[src/rtl/seven_segment_capture.sv]
// Seven-segment bus monitor: samples scanned digit-select/segment lines, decodes stable patterns to nibbles
// and assembles DIGITS-wide frames. Define SEVEN_SEG_ACTIVE_LOW_EN for common-anode (active-low) inputs.
module seven_segment_capture #(
  parameter int DIGITS        = 4,
  parameter int STABLE_CYCLES = 4
) (
  input  logic                  clk,
  input  logic                  rst_n,
  input  logic [7:0]            abcdefgh,
  input  logic [DIGITS-1:0]     digit,
  output logic [4*DIGITS-1:0]   frame_value,
  output logic [DIGITS-1:0]     frame_dots,
  output logic [DIGITS-1:0]     frame_err,
  output logic                  frame_valid,
  input  logic                  frame_ready,
  output logic                  overrun,
  output logic                  state_dbg
);

  // Handshake: a frame transfers on any clk edge where frame_valid & frame_ready; while frame_valid
  // is high without a transfer, frame_value/dots/err are held unchanged.

  localparam int W  = DIGITS + 8;
  localparam int CW = (STABLE_CYCLES > 2) ? $clog2(STABLE_CYCLES) : 1;
  localparam logic [CW-1:0] CNT_MAX = CW'(STABLE_CYCLES - 1);

  typedef enum logic {COLLECT = 1'b0, COMMIT = 1'b1} state_t;

  state_t                state_q, state_d;
  logic [W-1:0]          in_eff;
  logic [W-1:0]          sample_q, sample_d;
  logic [CW-1:0]         cnt_q, cnt_d;
  logic                  hit_q, hit_d;
  logic [DIGITS-1:0]     filled_q, filled_d;
  logic [4*DIGITS-1:0]   shadow_val_q, shadow_val_d;
  logic [DIGITS-1:0]     shadow_dot_q, shadow_dot_d;
  logic [DIGITS-1:0]     shadow_err_q, shadow_err_d;
  logic [4*DIGITS-1:0]   frame_value_q, frame_value_d;
  logic [DIGITS-1:0]     frame_dots_q, frame_dots_d;
  logic [DIGITS-1:0]     frame_err_q, frame_err_d;
  logic                  frame_valid_q, frame_valid_d;
  logic                  overrun_q, overrun_d;

  logic [DIGITS-1:0]     dsel;
  logic [7:0]            seg;
  logic                  onehot;
  logic                  cap;
  logic [DIGITS-1:0]     cap_mask;
  logic [3:0]            dec_nib;
  logic                  dec_err;
  logic                  hs;
  logic                  load;

`ifdef SEVEN_SEG_ACTIVE_LOW_EN
  assign in_eff = ~{digit, abcdefgh};
`else
  assign in_eff = {digit, abcdefgh};
`endif

  // The dot (h) is carried separately, so it is forced low before matching.
  always_comb begin
    dec_nib = 4'h0;
    dec_err = 1'b0;
    case ({seg[7:1], 1'b0})
      8'hFC: dec_nib = 4'h0;
      8'h60: dec_nib = 4'h1;
      8'hDA: dec_nib = 4'h2;
      8'hF2: dec_nib = 4'h3;
      8'h66: dec_nib = 4'h4;
      8'hB6: dec_nib = 4'h5;
      8'hBE: dec_nib = 4'h6;
      8'hE0: dec_nib = 4'h7;
      8'hFE: dec_nib = 4'h8;
      8'hF6: dec_nib = 4'h9;
      8'hEE: dec_nib = 4'hA;
      8'h3E: dec_nib = 4'hB;
      8'h9C: dec_nib = 4'hC;
      8'h7A: dec_nib = 4'hD;
      8'h9E: dec_nib = 4'hE;
      8'h8E: dec_nib = 4'hF;
      default: begin
        dec_nib = 4'h0;
        dec_err = 1'b1;
      end
    endcase
  end

  always_comb begin
    seg    = sample_q[7:0];
    dsel   = sample_q[W-1:8];
    onehot = (dsel != '0) && ((dsel & (dsel - 1'b1)) == '0);

    sample_d = in_eff;
    if (in_eff != sample_q)   cnt_d = '0;
    else if (cnt_q == CNT_MAX) cnt_d = cnt_q;
    else                       cnt_d = cnt_q + CW'(1);

    // hit_q remembers the counter was already saturated, giving one capture per stable run.
    hit_d    = (cnt_q == CNT_MAX);
    cap      = (cnt_q == CNT_MAX) && !hit_q && onehot;
    cap_mask = cap ? dsel : '0;

    shadow_val_d = shadow_val_q;
    shadow_dot_d = shadow_dot_q;
    shadow_err_d = shadow_err_q;
    for (int i = 0; i < DIGITS; i++) begin
      if (cap_mask[i]) begin
        shadow_val_d[4*i +: 4] = dec_nib;
        shadow_dot_d[i]        = seg[0];
        shadow_err_d[i]        = dec_err;
      end
    end

    filled_d = ((state_q == COMMIT) ? '0 : filled_q) | cap_mask;

    state_d = state_q;
    case (state_q)
      COLLECT: if (filled_d == '1) state_d = COMMIT;
      COMMIT:  state_d = COLLECT;
      default: state_d = COLLECT;
    endcase

    hs   = frame_valid_q & frame_ready;
    load = (state_q == COMMIT) && (!frame_valid_q || hs);

    frame_value_d = frame_value_q;
    frame_dots_d  = frame_dots_q;
    frame_err_d   = frame_err_q;
    frame_valid_d = frame_valid_q;
    if (load) begin
      frame_value_d = shadow_val_q;
      frame_dots_d  = shadow_dot_q;
      frame_err_d   = shadow_err_q;
      frame_valid_d = 1'b1;
    end else if (hs) begin
      frame_valid_d = 1'b0;
    end
    overrun_d = overrun_q | ((state_q == COMMIT) && frame_valid_q && !hs);
  end

  always_ff @(posedge clk or negedge rst_n) begin
    if (!rst_n) begin
      state_q       <= COLLECT;
      sample_q      <= '0;
      cnt_q         <= '0;
      hit_q         <= 1'b0;
      filled_q      <= '0;
      shadow_val_q  <= '0;
      shadow_dot_q  <= '0;
      shadow_err_q  <= '0;
      frame_value_q <= '0;
      frame_dots_q  <= '0;
      frame_err_q   <= '0;
      frame_valid_q <= 1'b0;
      overrun_q     <= 1'b0;
    end else begin
      state_q       <= state_d;
      sample_q      <= sample_d;
      cnt_q         <= cnt_d;
      hit_q         <= hit_d;
      filled_q      <= filled_d;
      shadow_val_q  <= shadow_val_d;
      shadow_dot_q  <= shadow_dot_d;
      shadow_err_q  <= shadow_err_d;
      frame_value_q <= frame_value_d;
      frame_dots_q  <= frame_dots_d;
      frame_err_q   <= frame_err_d;
      frame_valid_q <= frame_valid_d;
      overrun_q     <= overrun_d;
    end
  end

  assign frame_value = frame_value_q;
  assign frame_dots  = frame_dots_q;
  assign frame_err   = frame_err_q;
  assign frame_valid = frame_valid_q;
  assign overrun     = overrun_q;
  assign state_dbg   = state_q;

endmodule

[config.mk]
export PLATFORM = sky130hd
export DESIGN_NAME = seven_segment_capture
export DESIGN_NICKNAME = d
export VERILOG_FILES = /design/src/rtl/seven_segment_capture.sv
export SDC_FILE = /design/constraint.sdc
export NUM_CORES = 1
export LEC_CHECK = 0
export ABC_AREA = 1
export CORE_ASPECT_RATIO = 1.2
export CORE_MARGIN = 4
export CORE_UTILIZATION = 35
export CTS_CLUSTER_DIAMETER = 100
export DETAILED_ROUTE_END_ITERATION = 10
export GPL_ROUTABILITY_DRIVEN = 1
export SYNTH_ARGS = -nofsm -noshare
export SYNTH_HDL_FRONTEND = slang
export SYNTH_SLANG_ARGS = --single-unit
export TNS_END_PERCENT = 100
[constraint.sdc]
create_clock -name clk -period 1.49 [get_ports clk]
set_input_delay 0.3725 -clock clk [delete_from_list [all_inputs] [get_ports clk]]
set_output_delay 0.3725 -clock clk [all_outputs]
set_load 0.005 [all_outputs]
# Word level (Yosys, flattened, before mapping)
# Cells that the tools add are included.
# word_totals
ff_bits	70
output_inout_bits	27
inputBits	15
# classes
n_mux	10
reduce_logical	14
addsub	2
bitwise	5
eq_ne	20
# op_table
op	count
== test 7 bit (second input constant)	12
case mux 4 bit (15 select lines)	1
== test 7 x 6 -> 1 bit (second input constant)	3
OR reduction 16 bit	1
!= test 12 bit	1
two-way mux 4 bit	2
== test 7 x 5 -> 1 bit (second input constant)	1
logical AND 1 bit	6
bitwise AND 4 bit	1
== test 4 bit (second input constant)	1
logical NOT 4 bit	1
two-way mux 1 bit	4
two-way mux 2 bit	2
bitwise OR 4 bit	1
nonzero test 4 bit	1
subtractor 4 x 1 -> 4 bit (second input constant)	1
logical NOT 1 bit	3
adder 2 x 1 -> 2 bit (second input constant)	1
== test 2 bit (second input constant)	1
!= test 2 x 1 -> 1 bit (second input constant)	1
case mux 1 bit (2 select lines)	1
nonzero test 2 bit	1
bitwise AND 1 bit	1
logical OR 1 bit	1
other kinds (2)	2

# Depth between registers and ports, before layout
# Gate-level depths: netlist (run 1).
# logic_depth
ltp_word	10
ltp_mapped	9

# Worst setup path after synthesis (run 1)
# OpenSTA, ideal clock, no wires.
# synth_timing
path_type	register to register
startpoint	register cnt_q[0]
endpoint	register shadow_val_q[10]
path_buffers	0
arrival_ns	1.289
setup_slack_ns	0.073
period_less_slack_ns	1.417
required_ns	1.362
path_stages_with_launch	7
path_cell_list	dfrtp_1 -> ha_1 -> inv_1 -> nor3_4 -> nand4_2 -> nand2_1 -> o21ai_1
# synth_between
elab_chain_len	4
# synth_lines
element	line_no	source
from (decl)	32	logic [CW-1:0] cnt_q, cnt_d;
from (signal assigned)	159	cnt_q <= cnt_d;
== test 2 bit	--	
net hit_d	33	logic hit_q, hit_d;
logical AND 1 bit (2 in series)	100	cap = (cnt_q == CNT_MAX) && !hit_q && onehot;
two-way mux 4 bit	101	cap_mask = cap ? dsel : '0;
to (signal assigned)	162	shadow_val_q <= shadow_val_d;
to (decl)	35	logic [4*DIGITS-1:0] shadow_val_q, shadow_val_d;
# The timed path passes the listed nets, and every way through them passes these cells.
# A chain may end at the register's enable or synchronous reset.

# Worst setup path after layout (run 1)
# layout_timing
startpoint	register cnt_q[1]
endpoint	register state_q, in the netlist state_dbg
# layout_between
elab_chain_len	8
# layout_lines
element	line_no	source
== test 2 bit	--	
net hit_d	33	
logical AND 1 bit (2 in series)	100	
two-way mux 4 bit	101	
bitwise OR 4 bit	114	filled_d = ((state_q == COMMIT) ? '0 : filled_q) | cap_mask;
net filled_d[2]	34	logic [DIGITS-1:0] filled_q, filled_d;
== test 4 bit	118	COLLECT: if (filled_d == '1) state_d = COMMIT;
two-way mux 1 bit	118	
case mux 1 bit (2 select lines)	117	case (state_q)
net state_d	29	state_t state_q, state_d;
to (signal assigned)	157	state_q <= state_d;
to (decl)	29	
# The timed path passes the listed nets, and every way through them passes these cells.

==> results of run 1 <==
-- worst paths after layout --
kind / endpoint / slack [ns]
max reg2reg: state_dbg / 0.03
max: state_dbg / 0.03
max in group asynchronous: sample_q[1] / 1.13
min: frame_value[7] / 0.04
min reg2reg: overrun / 0.47
min in group clk: overrun / 0.47
-- metal layers --
metal  vias up  global-route usage
met4         0              0.0597
met1      1059               0.158
met3         9              0.0333
li1       1131                   -
met5         -                   0
met2        36               0.204
-- logic make-up after synthesis --
logic type	count (synthesis)	share of synthesized area
compound gates	15	0.0259
xor+xnor	7	0.0201
fa+ha+maj	1	0.00411
buf+inv	31	0.0452
flops	70	0.575
mux	25	0.0920
simple gates	159	0.238
-- state kept, by name, indices dropped and copies added (netlist names) --
name	flops
cnt_q	2
sample_q	12
shadow_dot_q	4
frame_err	4
frame_valid	1
frame_value	16
shadow_err_q	4
overrun	1
hit_q	1
state_dbg	1
filled_q	4
frame_dots	4
shadow_val_q	16
-- report_power, final --
part	total (µW)	leakage [µW]	switching [µW]	internal, µW
combinational	226	0.00110	126	99.3
sequential	1940	0.000945	26.9	1920
clock	1350	0.0000816	743	604
-- metrics by stage --
step,TNS (ns),cell area (µm²),hold slack (ns)
after floorplan,0,3050,0.0769
after global placement,-3.58,3680,0.427
after detailed placement,-3.94,3680,0.431
after CTS,0,3840,0.0507
after global routing,-0.513,4050,0.0707
final,0,4050,0.0406
-- layout make-up --
cell class              count  area share
inverters                  24      0.0223
repair buffers             63       0.148
multi-input cells         207       0.315
clock buffers               9      0.0306
well taps                 117      0.0362
flip-flops and latches     70       0.435
clock inverters             7      0.0124
-- cell usage in the layout, fill, tap and decap left out, types with 2 or more instances in the layout --
master and count:
and2_1 2, buf_12 3, buf_4 12, buf_6 7, clkbuf_8 9, clkdlybuf4s50_1 13
clkinv_2 2, clkinvlp_4 3, dfrtp_1 64, dfrtp_2 6, dlygate4sd2_1 27, inv_1 17
inv_2 6, mux2_2 24, nand2_1 75, nand2_2 10, nand2_4 2, nand3_1 11
nand3_2 6, nand4_1 4, nor2_1 26, nor2_2 6, nor2_4 3, nor3_1 2
nor3_4 2, o21ai_0 3, o21ai_1 9, or2_2 6, xnor2_1 4, xor2_1 3
-- timing repair --
action / in CTS / in global routing
hold buffers: 0 / 0
endpoints found under the hold margin: 0 / 0
setup buffers: 2 / 6
setup endpoints to repair: 28 / 24
gates resized for setup: 28 / 45
pin swaps: 0 / 12
-- critical path: stages (launching register included) --
cell and delay [ns]:
dfrtp_1 0.37, ha_2 0.20, inv_2 0.06, nor3_4 0.25, nand4_2 0.18, buf_6 0.16
nand2_4 0.06, nand2_4 0.04, nor2_2 0.07
==> metrics.txt, run 1 <==
status finished, final reports clean; Cells after Synth 308; CP Capture Type flip-flop; share of synthesized registers carrying an async set or reset 1.00; Main synth FF type dfrtp_1; post-synthesis sequential area ratio 0.575; row count 37; Longest Clk Path Bufs 2; Final #Nets 391; Diodes inserted 0; Max Used Layer met4; initial DRC count 59; Syn Nets 324; Worst Tran Pin Value 0.373 ns; Pwr Density 869 nW/µm²; timing startpoint of the critical path cnt_q[1]; routed wire length on met2 2910 µm; count of input and output buffers 41; HPWL after DPL 4210 µm; DRC 0; Die Ht 110 µm; clk slew on worst S/H paths 0.08 ns; Antenna Nets Post-Route 0; Hold Crit Class primary input to asynchronous set/reset pin; io pins 42; Layout Utilization 0.475; P_leak 0.00213 µW; met1 WL 2690 µm; GRT overflow 0; CP Data Arrival Time 1.74 ns; # clock sinks 70; FF-to-FF path depth 8; wire per inst 12.0 µm; met3 wire len 249 µm; core region area 8520 µm²; Final Wtd Congestion 0.834; RSZ-0062 raised after global routing yes; synth cell count leaders nand2_1 (83), dfrtp_1 (70), nor2_1 (33); DRT Pass-1 Iters 4; Synth area leaders dfrtp_1 (57%), nand2_1 (10%), mux2_2 (8.9%); Total Power 3520 µW; Non-Filler Instances 497; FMAX 686 MHz; Post-synth EDFFs 0; Max FO, Critical Path 3; clock skew 0.0107 ns; dpl ws -0.168 ns; CTS H-tree depth 3; Worst-Skew Late Latency 0.35 ns; Final Max Slew Viols 0; crit path kind flip-flop to flip-flop; Worst Setup Start Kind flip-flop; synthesis warning total 0; WL final 5960 µm; share of cells above drive strength 1 0.308; Final Cycle Share 0.978; vias in the first global route 2114; #FFs+latches synth 70; area occupied by multi-input gates 1270 µm²; most numerous cell in the Yosys netlist nand2_1; setup ws final 0.0332 ns; Layout fillers 813; total CTS buffers 9; total number of vias 2235; Yosys top cell area share 0.575; initial antenna violation count 0; Peak VDD IR 0.355 mV; vias per cell 4.50; Avg Inst Size Synth 9.89 µm²; post-layout minimum cycle time 1.46 ns; Root Buffer clkbuf_8; area leader, netlist dfrtp_1; Initial Util 0.358; Mapped Area 3050 µm²; Area Overhead vs Synth 32.8%; largest net degree at the start of global routing 71; Overall Global Routing Usage 0.126; Hold Fails Final Rpt 0; Crit path required time 1.77 ns; Slew HR 0.752; DIE AREA 10300 µm²; max_cap viols 0; worst r2r src cnt_q[1]; DIE WIDTH 93.2 µm; synth unique cells 30; first-pass GRT wire length 9940 µm; Placed Cells 473; Final Setup Violations 0; CTS tree done; Sequential Area 1760 µm²
(Power assumes the default switching activity.)
==> run 2, diff against run 1 <==
Settings changed: CORE_MARGIN 4 to 2, CORE_UTILIZATION 35 to 48, PLACE_DENSITY from default to 0.71.
Clock period 1.49 ns to 1.7 ns, I/O delays scaled along.
==> metrics.txt, run 2 (synthesis results as in run 1) <==
total number of vias 2194; GRT overflow 0; r2r setup slk 0.10 ns; crit path kind flip-flop to output port; slowest CP cell clkdlybuf4s50_1; Slew HR 0.609; P_leak 0.00191 µW; Root Buffer clkbuf_8; timing startpoint of the critical path frame_err[3]; Non-Filler Instances 445; Area Overhead vs Synth 24.2%; Placed Cells 429; Final #Nets 374; DRC 0; max_cap viols 0; most frequent cells in the layout nand2_1 (83), dfrtp_1 (70), clkdlybuf4s50_1 (38); wire per inst 12.5 µm; Worst path max stage delay 0.52 ns; Buf+Inv Stages, Crit Path 1; Final Wtd Congestion 0.878; # hold bufs at CTS 0; initial DRC count 94; Die Ht 91.3 µm; post-layout minimum cycle time 1.65 ns; clk slew on worst S/H paths 0.08 ns; total CTS buffers 9; Worst Setup Start Kind flip-flop; WL final 5550 µm; Worst Tran Pin Value 0.587 ns; Post-CTS Setup Repair Bufs 0; row count 31; CTS tree done; delay-heaviest family, CP buffers and inverters; Final Cycle Share 0.973; Overall Global Routing Usage 0.173; dpl ws -0.00841 ns; Final Max Slew Viols 0; clock skew 0.0120 ns; Worst-Skew Late Latency 0.35 ns; Longest Clk Path Bufs 2; Antenna Nets Post-Route 0; CTS H-tree depth 3; DIE AREA 7000 µm²; initial antenna violation count 0; # resized after CTS 0; Layout Utilization 0.621; largest net degree at the start of global routing 71; Cell Area, Placed 3570 µm²; count of input and output buffers 41; CP Capture Type output port; worst r2r src sample_q[10]; critical path depth 1; core region area 6090 µm²; DIE WIDTH 76.7 µm; Peak VDD IR 0.613 mV; vias per cell 4.93; share of cells above drive strength 1 0.198; Hold Crit Class primary input to asynchronous set/reset pin; cell area after layout 3780 µm²; io pins 42; FF-to-FF path depth 4; Diodes inserted 0; FMAX 605 MHz; commonest non-fill, non-tap cell in the layout nand2_1; Total Neg Setup Slack 0 ns; Layout fillers 526; setup ws final 0.0467 ns; crit path cell chain clkdlybuf4s50_1; HPWL after DPL 3870 µm; DRT Pass-1 Iters 5; Pwr Density 807 nW/µm²; CP endpoint frame_err[3]; # clock sinks 70; reg2reg end shadow_dot_q[2]; Crit path required time 1.27 ns; status finished, final reports clean; Final Setup Violations 0; Max FO, Critical Path 2; vias in the first global route 2123; CP Data Arrival Time 1.23 ns; Hold Fails Final Rpt 0; first-pass GRT wire length 9520 µm; Initial Util 0.500
-- run 2: layout make-up --
type                            count  area (µm²)  share of cell area
Multi-Input combinational cell    207        1190               0.315
Tap cell                           82         103              0.0271
Clock inverter                      6        46.3              0.0122
Inverter                           24        90.1              0.0238
Sequential cell                    70        1750               0.463
Timing Repair Buffer               46         473               0.125
Clock buffer                       10         128              0.0337
-- run 2: worst register-to-register path, delay by kind of cell, from the launching register on --
kind | cells | cell delay (ns)
AND/OR/NAND/NOR | 2 | 0.41
AO/OA/AOI/OAI | 2 | 0.58
flip-flops | 1 | 0.49
-- run 2: worst min path at each step --
stage / cells after the start / start / slack [ns] / to
after floorplan: 0 / rst_n / 0.13 / cnt_q[0]
after global placement: 1 / overrun / 0.46 / overrun
after detailed placement: 2 / shadow_val_q[1] / 0.46 / shadow_val_q[1]
after CTS: 2 / rst_n / 0.11 / frame_value[12]
after global routing: 2 / rst_n / 0.11 / overrun
final: 2 / rst_n / 0.08 / overrun
-- run 2: report_power, final --
| part | switching (µW) | leakage (µW) | internal, µW | total, µW |
|---|---|---|---|---|
| logic | 98.6 | 0.000873 | 66.4 | 165 |
| clock network | 651 | 0.0000829 | 536 | 1190 |
| registers | 23.3 | 0.000951 | 1680 | 1700 |
-- run 2: through the flow --
step | hold slack, ns | total power [µW]
after global routing | 0.111 | 3170
after CTS | 0.105 | 3070
final | 0.0813 | 3050
after floorplan | 0.129 | 1810
after detailed placement | 0.462 | 1900
after global placement | 0.459 | 1890
-- run 2: layer usage --
layer / vias to the layer above / global-route usage / wire, µm
li1: 1097 / - / -
met1: 1035 / 0.218 / 2480
met2: 54 / 0.279 / 2730
met3: 8 / 0.0507 / 247
met4: 0 / 0.0727 / 97
met5: - / 0 / 0
==> run 3, diff against run 2 <==
Settings changed: CORE_ASPECT_RATIO 1.2 to 0.6, CORE_UTILIZATION 48 to 41, PLACE_DENSITY 0.71 to default.
==> metrics.txt, run 3 (synthesis results as in run 1) <==
Hold Crit Class primary input to asynchronous set/reset pin; Sw Ratio 0.211; DRC 0; CP Data Arrival Time 1.23 ns; Area Overhead vs Synth 28.9%; Final Cycle Share 0.971; Post-CTS Setup Repair Bufs 0; Antenna Nets Post-Route 0; total CTS buffers 9; Initial Util 0.421; core region area 7240 µm²; vias per cell 4.68; Root Buffer clkbuf_16; combinational share of power 0.045; DRT Pass-1 Iters 5; clk slew on worst S/H paths 0.05 ns; Crit path required time 1.27 ns; Worst Tran Pin Value 0.494 ns; Hold Fails Final Rpt 0; share of cells above drive strength 1 0.187; DIE AREA 8160 µm²; first-pass GRT wire length 10100 µm; Worst-Skew Late Latency 0.33 ns; Non-Filler Instances 468; Buf+Inv Stages, Crit Path 1; slowest CP cell clkdlybuf4s50_1; Die Ht 70.8 µm; Peak VDD IR 0.729 mV; count of input and output buffers 41; Placed Cells 452; initial antenna violation count 0; delay-heaviest family, CP buffers and inverters; DIE WIDTH 115 µm; crit path kind flip-flop to output port; Final #Nets 375; # clock sinks 70; clock skew 0.00806 ns; Total Neg Setup Slack 0 ns; commonest non-fill, non-tap cell in the layout nand2_1; Max FO, Critical Path 3; sequential power share 0.455; initial DRC count 104; Longest Clk Path Bufs 2; Final Wtd Congestion 0.964; FMAX 606 MHz; Final Setup Violations 0; most frequent cells in the layout nand2_1 (83), dfrtp_1 (70), clkdlybuf4s50_1 (40); crit path cell chain clkdlybuf4s50_1; total number of vias 2190; status finished, final reports clean; CTS tree done; largest net degree at the start of global routing 71; post-layout minimum cycle time 1.65 ns; # resized after CTS 0; P_leak 0.00196 µW; CTS H-tree depth 3; wire per inst 12.9 µm; HPWL after DPL 4320 µm; Pwr Density 955 nW/µm²; max_cap viols 0; Clock power frac 0.500; CP Capture Type output port; # hold bufs at CTS 0; net switching power 793 µW; io pins 42; Worst path max stage delay 0.52 ns; critical path depth 1; Overall Global Routing Usage 0.164; internal power 2960 µW; Slew HR 0.671; Worst Setup Start Kind flip-flop; vias in the first global route 2064; row count 24; GRT overflow 0; FF-to-FF path depth 5; WL final 6020 µm; Final Max Slew Viols 0; Diodes inserted 0; Hold Slack 0.103 ns
## run 3: power groups by stage
stage / clock network (µW) / logic, µW / registers [µW]
floorplan: 0 / 85.4 / 1720
detailed placement: 0 / 169 / 1730
global route: 1990 / 193 / 1710
global placement: 0 / 167 / 1730
finish: 1870 / 169 / 1710
CTS: 1920 / 170 / 1700
## run 3: final cells by class
| class | instances | area [µm²] |
|---|---|---|
| clock buffers | 12 | 256 |
| clock inverters | 4 | 45.0 |
| fillers | 664 | 3310 |
| inverters | 24 | 90.1 |
| multi-input cells | 207 | 1180 |
| flip-flops and latches | 70 | 1750 |
| well taps | 104 | 130 |
| repair buffers | 47 | 475 |
## run 3: final timing paths
check / end / from / slack (ns)
worst max-delay path: state_dbg / state_dbg / 0.05
worst min-delay path: frame_value[6] / rst_n / 0.10
worst max register to register: shadow_err_q[3] / sample_q[10] / 0.12
max in group asynchronous: hit_q / rst_n / 1.28
worst min register to register: shadow_val_q[12] / shadow_val_q[12] / 0.48
min in group clk: shadow_val_q[12] / shadow_val_q[12] / 0.48
## run 3: per-layer routing
metal  track usage  part of all wire  routed length, µm  vias up
li1              -                 -                  -     1100
met1         0.239              0.54               3260     1031
met2         0.225              0.40               2410       53
met3        0.0626             0.049                293        6
met4        0.0562             0.010                 60        0
met5             0                 0                  0        -
## run 3: metrics by stage
stage / utilization / worst slack (ns) / power (µW) / area [µm²]
2_1_floorplan: - / 0.283 / 1810 / 3050
3_3_place_gp: 0.498 / 0.0157 / 1900 / 3600
3_5_place_dp: 0.498 / -0.0233 / 1900 / 3600
4_1_cts: 0.540 / 0.0350 / 3790 / 3910
5_1_grt: 0.543 / -0.0175 / 3890 / 3930
6_report: 0.543 / 0.0490 / 3750 / 3930
